File: config.mk
export PLATFORM = sky130hd
export DESIGN_NAME = if_fetch_ctrl
export DESIGN_NICKNAME = d
export VERILOG_FILES = /design/src/rtl/if_fetch_ctrl_pkg.sv /design/src/rtl/if_fetch_ctrl.sv
export SDC_FILE = /design/constraint.sdc
export NUM_CORES = 1
export LEC_CHECK = 0
export BUFFER_PORTS_ARGS = -buffer_cell sky130_fd_sc_hd__buf_2
export CORE_ASPECT_RATIO = 1.5
export CORE_MARGIN = 1.5
export CORE_UTILIZATION = 50
export CTS_CLUSTER_DIAMETER = 50
export DETAILED_ROUTE_END_ITERATION = 10
export GPL_ROUTABILITY_DRIVEN = 0
export PLACE_DENSITY = 0.81
export RECOVER_POWER = 50
export SLEW_MARGIN = 5
export SYNTH_ARGS = -nofsm -noshare
export SYNTH_HDL_FRONTEND = slang
export SYNTH_SLANG_ARGS = --single-unit
export TNS_END_PERCENT = 50
File: constraint.sdc
create_clock -name clk -period 3.5 [get_ports clk]
set_input_delay 0.7 -clock clk [delete_from_list [all_inputs] [get_ports clk]]
set_output_delay 0.7 -clock clk [all_outputs]
set_load 0.02 [all_outputs]
File: src/rtl/if_fetch_ctrl_pkg.sv
// Shared types and defaults for the instruction-fetch sequencing controller.
package if_fetch_ctrl_pkg;

  localparam int XLEN_DEF    = 32;
  localparam int PC_STEP_DEF = 4;

  // REQ: a memory request is outstanding; HOLD: an instruction is parked
  // in the hold buffer because the decode side is stalled.
  typedef enum logic {
    REQ  = 1'b0,
    HOLD = 1'b1
  } fetch_state_t;

endpackage

File: src/rtl/if_fetch_ctrl.sv
// IF-stage sequencing controller: issues instruction-memory requests at the
// current PC, decides when the PC register loads (sequential step or a
// redirect target) and writes the IF/ID register, inserting bubbles when a
// redirect squashes the fetch stream.
module if_fetch_ctrl
  import if_fetch_ctrl_pkg::*;
#(
  parameter int XLEN    = XLEN_DEF,
  parameter int PC_STEP = PC_STEP_DEF
) (
  input  logic            clk,
  input  logic            rst,
  input  logic [XLEN-1:0] pc_in,
  output logic            pc_load,
  output logic [XLEN-1:0] pc_next,
  output logic            imem_read,
  output logic [XLEN-1:0] imem_address,
  input  logic            imem_resp,
  input  logic [XLEN-1:0] imem_rdata,
  input  logic            stall_in,
  input  logic            redirect_valid,
  input  logic [XLEN-1:0] redirect_target,
  output logic            if_id_load,
  output logic            if_id_valid,
  output logic [XLEN-1:0] if_id_instr,
  output logic [XLEN-1:0] if_id_pc
);

  localparam logic [XLEN-1:0] STEP = XLEN'(PC_STEP);

  fetch_state_t    state_q, state_d;
  logic            squash_q, squash_d;
  logic [XLEN-1:0] redir_tgt_q, redir_tgt_d;
  logic [XLEN-1:0] hold_instr_q, hold_instr_d;
  logic [XLEN-1:0] hold_pc_q, hold_pc_d;

  // The request address is simply the current PC; since the PC only loads on
  // a response or a redirect, it stays stable while a request is in flight.
  assign imem_address = pc_in;

  // State, squash flag, pending redirect target and hold buffer registers.
  always_ff @(posedge clk) begin
    if (rst) begin
      state_q      <= REQ;
      squash_q     <= 1'b0;
      redir_tgt_q  <= '0;
      hold_instr_q <= '0;
      hold_pc_q    <= '0;
    end else begin
      state_q      <= state_d;
      squash_q     <= squash_d;
      redir_tgt_q  <= redir_tgt_d;
      hold_instr_q <= hold_instr_d;
      hold_pc_q    <= hold_pc_d;
    end
  end

  // Next-state and output decode; a redirect always wins over a stall.
  always_comb begin
    state_d      = state_q;
    squash_d     = squash_q;
    redir_tgt_d  = redir_tgt_q;
    hold_instr_d = hold_instr_q;
    hold_pc_d    = hold_pc_q;
    imem_read    = 1'b0;
    pc_load      = 1'b0;
    pc_next      = pc_in + STEP;
    if_id_load   = 1'b0;
    if_id_valid  = 1'b0;
    if_id_instr  = '0;
    if_id_pc     = '0;

    unique case (state_q)
      REQ: begin
        imem_read = 1'b1;
        if (redirect_valid) begin
          if_id_load = 1'b1;
          if (imem_resp) begin
            pc_load  = 1'b1;
            pc_next  = redirect_target;
            squash_d = 1'b0;
          end else begin
            squash_d    = 1'b1;
            redir_tgt_d = redirect_target;
          end
        end else if (imem_resp) begin
          pc_load = 1'b1;
          if (squash_q) begin
            pc_next  = redir_tgt_q;
            squash_d = 1'b0;
          end else if (stall_in) begin
            hold_instr_d = imem_rdata;
            hold_pc_d    = pc_in;
            state_d      = HOLD;
          end else begin
            if_id_load  = 1'b1;
            if_id_valid = 1'b1;
            if_id_instr = imem_rdata;
            if_id_pc    = pc_in;
          end
        end
      end

      HOLD: begin
        if (redirect_valid) begin
          pc_load    = 1'b1;
          pc_next    = redirect_target;
          if_id_load = 1'b1;
          state_d    = REQ;
        end else if (!stall_in) begin
          if_id_load  = 1'b1;
          if_id_valid = 1'b1;
          if_id_instr = hold_instr_q;
          if_id_pc    = hold_pc_q;
          state_d     = REQ;
        end
      end

      default: state_d = REQ;
    endcase

    if (rst) begin
      imem_read   = 1'b0;
      pc_load     = 1'b0;
      if_id_load  = 1'b0;
      if_id_valid = 1'b0;
      if_id_instr = '0;
      if_id_pc    = '0;
    end
  end

endmodule

# Word-level counts from Yosys, hierarchy flattened
# Cells that the tools add are included.
[totals]
ff_bits = 98
in_bits = 101
out_inout_bits = 132
word_cells = 62
[op_classes]
add_sub_neg = 1
muxes = 48
n_bitwise = 4
n_reduce_logical = 4
[ops]
columns = ["operator", "n"]
rows = [
  ["$mux W32", 19],
  ["$pmux W32 S2", 3],
  ["$add A32 B3 Y32 const B", 1],
  ["$mux W1", 22],
  ["$pmux W1 S2", 4],
  ["$reduce_and A5 Y1", 1],
  ["$not A1 Y1", 4],
  ["$reduce_and A3 Y1", 1],
  ["$reduce_and A2 Y1", 1],
  ["$reduce_bool A2 Y1", 1],
]

# Longest topological paths before layout
# Gate-level depths: netlist of run 1.
[depth]
depth_word = 6
ltp_mapped = 7
ltp_nobuf = 6

# Worst setup path before layout of run 1
# OpenSTA, ideal clock, no wires.
[synth_timing]
path_kind = "input to output"
startpoint = "in pc_in[5]"
endpoint = "out pc_next[31]"
t_arrival_ns = 2.594
required_ns = 2.800
path_slack_ns = 0.206
cell_stages = 7
n_path_buf = 2
cell_sequence = "clkbuf_2 -> nand4_1 -> or3_1 -> clkbuf_1 -> nor4_1 -> nor3_1 -> o32ai_1"
[synth_via]
elab_chain_cells = 5
word_cells_on_any_way = 7
classes_between = "add/sub (1); mux (6)"
[synth_rtl]
columns = ["item", "line", "text"]
rows = [
  ["from (decl)", "if_fetch_ctrl.sv:13", "input logic [XLEN-1:0] pc_in,"],
  ["$add A32 B3 Y32 *", "if_fetch_ctrl.sv:67", "pc_next = pc_in + STEP;"],
  ["$mux W32", "if_fetch_ctrl.sv:88", "if (squash_q) begin"],
  ["$mux W32", "if_fetch_ctrl.sv:86", "end else if (imem_resp) begin"],
  ["$mux W32", "if_fetch_ctrl.sv:76", "if (redirect_valid) begin"],
  ["$pmux W32 S2 *", "if_fetch_ctrl.sv:73", "unique case (state_q)"],
  ["to (decl)", "if_fetch_ctrl.sv:15", "output logic [XLEN-1:0] pc_next,"],
]
# Every way passes the cells marked *; elsewhere a longest branch is shown, timed or not.

# Worst setup path in the final report of run 1
[layout_timing]
startpoint = "in pc_in[6]"
endpoint = "out pc_next[29]"
# The elaborated chain is that of the path after synthesis.

==> results of run 1 <==
==> cell type report <==
type                       count  area, µm²  area share, %
clock inverter                 6      63.81         0.8456
sequential                    98       1966          26.05
tap                          153      191.4          2.537
clock buffer                  10      250.2          3.316
multi-input combinational    707       3552          47.07
timing repair buffer         282       1485          19.68
inverter                      10      37.54         0.4974
==> worst paths after layout <==
check                                                  start                            to  slack (ns)  cells past startpoint
worst min register to register  redir_tgt_q[27]$_SDFFE_PP0P_  redir_tgt_q[27]$_SDFFE_PP0P_        0.45                      2
worst min-delay path            redir_tgt_q[27]$_SDFFE_PP0P_  redir_tgt_q[27]$_SDFFE_PP0P_        0.45                      2
worst max-delay path                                pc_in[6]                   pc_next[29]        0.06                      7
worst max register to register            state_q$_SDFF_PP0_     hold_pc_q[0]$_SDFFE_PP0P_        0.52                      6
==> cell usage in the layout (no fill, tap or decap), drive strengths merged, types with 12 or more instances in the layout <==
master	instances
a21oi	233
xor2	12
nand2	211
dfxtp	98
a22oi	19
clkbuf	47
nor2	86
o21ai	29
nand3	13
buf	245
==> what timing repair did <==
item                                    in CTS  in global routing
hold buffers                                 0                  0
endpoints found under the setup margin       0                  2
gates resized for setup                      0                  3
==> sequential cells by signal, summed over array words and instances (netlist names) <==
name / cells
hold_instr_q: 32
squash_q: 1
redir_tgt_q: 32
state_q: 1
hold_pc_q: 32
==> cells by family (layout without fill, tap and decap cells) <==
logic type	Yosys count	in the layout
multiplexers	4	4
XOR/XNOR	21	21
flip-flops	98	98
adder cells (fa/ha/maj)	1	1
buffers and inverters	117	308
AND/OR/NAND/NOR	364	364
AO/OA/AOI/OAI	317	317
==> layer usage <==
layer | wire length [µm] | vias up
li1 | - | 3523
met1 | 7770 | 3364
met2 | 10280 | 325
met3 | 1425 | 55
met4 | 636 | 0
met5 | 0 | -
==> power by group <==
part           internal, mW  leakage (nW)  switching (mW)  total [mW]
sequential             1.16         0.798          0.0228        1.18
clock                 0.596         0.150           0.444        1.04
combinational         0.229          2.18           0.431       0.660
==> critical path: stages <==
cell,delay (ns)
buf_2,0.14
nand4_1,0.18
or3_1,0.46
o31a_1,0.34
o31a_1,0.27
mux4_2,0.46
buf_2,0.18
==> metrics.yaml, run 1 <==
drv_slew: 76
num-fill-cells: 1188
finalInstanceArea_um2: 7546
synth_area_leader_cell: "dfxtp_1"
num_vias: 7267
hold_path.class: "reg2reg"
finClkSkew_ns: 0.006562
drt-total-wl_um: 20110
cts.path.max_buffers: 2
grt_pass1_vias: 6324
numCtsBuffers: 9
die_area_um2: 12790
grt.met2_usage_pct: 53.77
syn2layout_area_growth_pct: 24.68
rows: 49
synth_compound_area_share_pct: 28.82
status: "complete, but fails checks"
synth_xor_xnor_area_share_pct: 3.039
clock.fmax_mhz: 290.9
syn_inst: 922
worst_slack_ns: 0.06182
yosys.area_share.adder_pct: 0.2067
worst_slew_pin_slew_ns: 1.547
hold_violations: 0
synth_top_family_by_area: "compound AO/OA/AOI/OAI gates"
netlist_top_cells_area: "dfxtp_1 32%, a21oi_1 19%, nand2_1 13%"
critical_path_class: "in2out"
syn_area_um2: 6052
clk_pin_slew_ns: 0.06
holdWs_ns: 0.4504
drt_iter0_markers: 533
fin_crit_ns: 3.438
muxShareOfSynthArea_pct: 0.8683
synth_top_flop_cell: "dfxtp_1"
synthTopCellsByCount: "233 x a21oi_1, 211 x nand2_1, 98 x dfxtp_1"
arrival_ns: 2.74
yosysSeqAreaShare_pct: 32.42
worstSetupEndpointType: "primary output"
path_max_fanout: 7
ios: 233
overflow: 0
antenna_found_initial: 0
power.density_nw_per_um2: 381.5
synth-async-reset-ratio_pct: 0
via_per_inst: 5.740
synth.top_cell.area_share_pct: 32.42
stdcell_count: 1266
setup_viol: 0
synth.avg_cell_area_um2: 6.564
clk_latency_ns: 0.36
grt_max_degree: 76
wl_per_cell_um: 15.88
antenna_cells: 0
placed_area_um2: 7307
power_leakage_nw: 3.132
start_util_pct: 50.88
placed_cells: 1250
peakVddDrop_v: 0.0002842
grt-busiest-layer: "met2"
dp_hpwl_um: 14200
final_net_count: 1210
yosysWarnings: 0
tns_ns: 0
syn_nets: 1024
power.total_mw: 2.879
pre_cts_ws_ns: 0.07263
cp-start-kind: "primary input"
grt_pass1_wl_um: 30360
tritoncts: "built"
grtUsageMet3_pct: 5.740
min_period_over_period_pct: 98.23
synth-simple-area-share_pct: 25.22
synth_most_common_cell: "a21oi_1"
drive_above_1_share_pct: 24.71
core-area_um2: 11890
die_x_um: 92.83
violations: "max-capacitance violations, max-slew violations"
ys_types: 48
utilization_pct: 63.44
firstDrtPassIters: 7
drtAntennaViolNets: 0
max_slew_margin_pct: -3.129
portBuffers: 232
clock_sinks: 98
dieHeight_um: 137.7
cp.required_ns: 2.80
cts_root_buffer: "clkbuf_16"
synth_seq_cells: 98
htree_levels: 3
cap_violations: 1
grtUsageMet1_pct: 33.92
drc: 0
cts_setup_buffers: 0
track_usage_pct: 29.80
synth_edf_count: 0
(Power assumes the default switching activity.)
==> run 2, diff against run 1 <==
==> constraint.sdc (replaced) <==
create_clock -name clk -period 3.5 [get_ports clk]
set_input_delay 0.35 -clock clk [delete_from_list [all_inputs] [get_ports clk]]
set_output_delay 0.35 -clock clk [all_outputs]
set_load 0.02 [all_outputs]
==> metrics.yaml, run 2 (synthesis results as in run 1) <==
status: "finished, final reports clean"
portBuffers: 232
drt-total-wl_um: 19380
cts_setup_buffers: 0
max_slew_margin_pct: 8.859
postCtsHoldBufs: 0
grt_max_degree: 65
die_area_um2: 12790
tns_ns: 0
clock.fmax_mhz: 319.3
clk_pin_slew_ns: 0.07
via_per_inst: 5.738
track_usage_pct: 28.90
worstSetupEndpointType: "primary output"
grt_pass1_wl_um: 29900
tritoncts: "built"
min_period_over_period_pct: 89.47
path_max_fanout: 9
drv_slew: 0
holdWs_ns: 0.2463
drtAntennaViolNets: 0
fin_crit_ns: 3.131
dp_hpwl_um: 13370
numCtsBuffers: 9
cts.path.max_buffers: 2
dieHeight_um: 137.7
grt_pass1_vias: 6196
critical_path_class: "in2out"
htree_levels: 3
cap_violations: 0
final_common_cell: "a21oi_1"
firstDrtPassIters: 6
start_util_pct: 50.88
cp.required_ns: 3.15
antenna_found_initial: 1
syn2layout_area_growth_pct: 20.55
hold_violations: 0
worst_slew_pin_slew_ns: 1.367
final_net_count: 1178
cts_root_buffer: "clkbuf_16"
antenna_cells: 0
power_leakage_nw: 2.978
num_vias: 7075
drc: 0
pre_cts_ws_ns: 0.4882
die_x_um: 92.83
ios: 233
placed_cells: 1218
clock_sinks: 98
cts_resized: 0
worst_slack_ns: 0.3686
setup_viol: 0
clk_latency_ns: 0.34
peakVddDrop_v: 0.0003338
drive_above_1_share_pct: 22.31
drt_iter0_markers: 529
cp-start-kind: "primary input"
power.total_mw: 2.799
num-fill-cells: 1193
power.density_nw_per_um2: 383.7
largest_registers: "hold_instr_q x32, hold_pc_q x32, redir_tgt_q x32"
arrival_ns: 2.78
wl_per_cell_um: 15.71
finClkSkew_ns: 0.006107
stdcell_count: 1233
hold_path.class: "in2reg"
rows: 49
rsz0062_at_grt: "false"
core-area_um2: 11890
layout_common_cells: "233 x a21oi_1, 211 x nand2_1, 199 x buf_2"
overflow: 0
run 2: worst paths after layout:
kind	endpoint	from	depth (start not counted)	slack, ns
worst max-delay path	pc_next[28]	pc_in[2]	8	0.37
worst min-delay path	hold_instr_q[23]$_SDFFE_PP0P_	imem_rdata[23]	3	0.25
worst max register to register	redir_tgt_q[27]$_SDFFE_PP0P_	state_q$_SDFF_PP0_	4	0.54
worst min register to register	redir_tgt_q[2]$_SDFFE_PP0P_	redir_tgt_q[2]$_SDFFE_PP0P_	2	0.45
run 2: metal layers:
metal  vias up  track usage (%)  share of wire [%]
li1       3454                -                  -
met1      3325            34.19                 40
met2       258            51.09                 51
met3        36            5.795                6.5
met4         2            10.86                2.0
met5         -                0              0.041
run 2: cell type report:
class / instances / area, µm² / area share (%)
clock inverter: 5 / 56.30 / 0.7717
multi-input combinational: 707 / 3543 / 48.57
sequential: 98 / 1966 / 26.94
timing repair buffer: 250 / 1272 / 17.44
tap: 153 / 191.4 / 2.624
inverter: 10 / 37.54 / 0.5145
clock buffer: 10 / 229.0 / 3.138
run 2: report_power, final:
part,switching (mW),total [mW],leakage (nW),internal (mW)
combinational,0.422,0.634,2.04,0.212
clock,0.434,0.984,0.138,0.550
sequential,0.0260,1.18,0.798,1.16
total,0.882,2.80,2.98,1.92
run 2: worst max-delay path, cell delays in order:
cell and delay [ns]:
buf_2 0.17, ha_1 0.26, nand3_1 0.23, or4_1 0.66, or4_1 0.50, a22oi_1 0.22, o32a_1 0.20, buf_2 0.17
run 2: metrics by stage:
stage | instance area (µm²) | utilization (%)
floorplan | 6052 | -
global placement | 7079 | 59.52
finish | 7296 | 61.34
CTS | 7365 | 61.92
global route | 7296 | 61.34
detailed placement | 7079 | 59.52
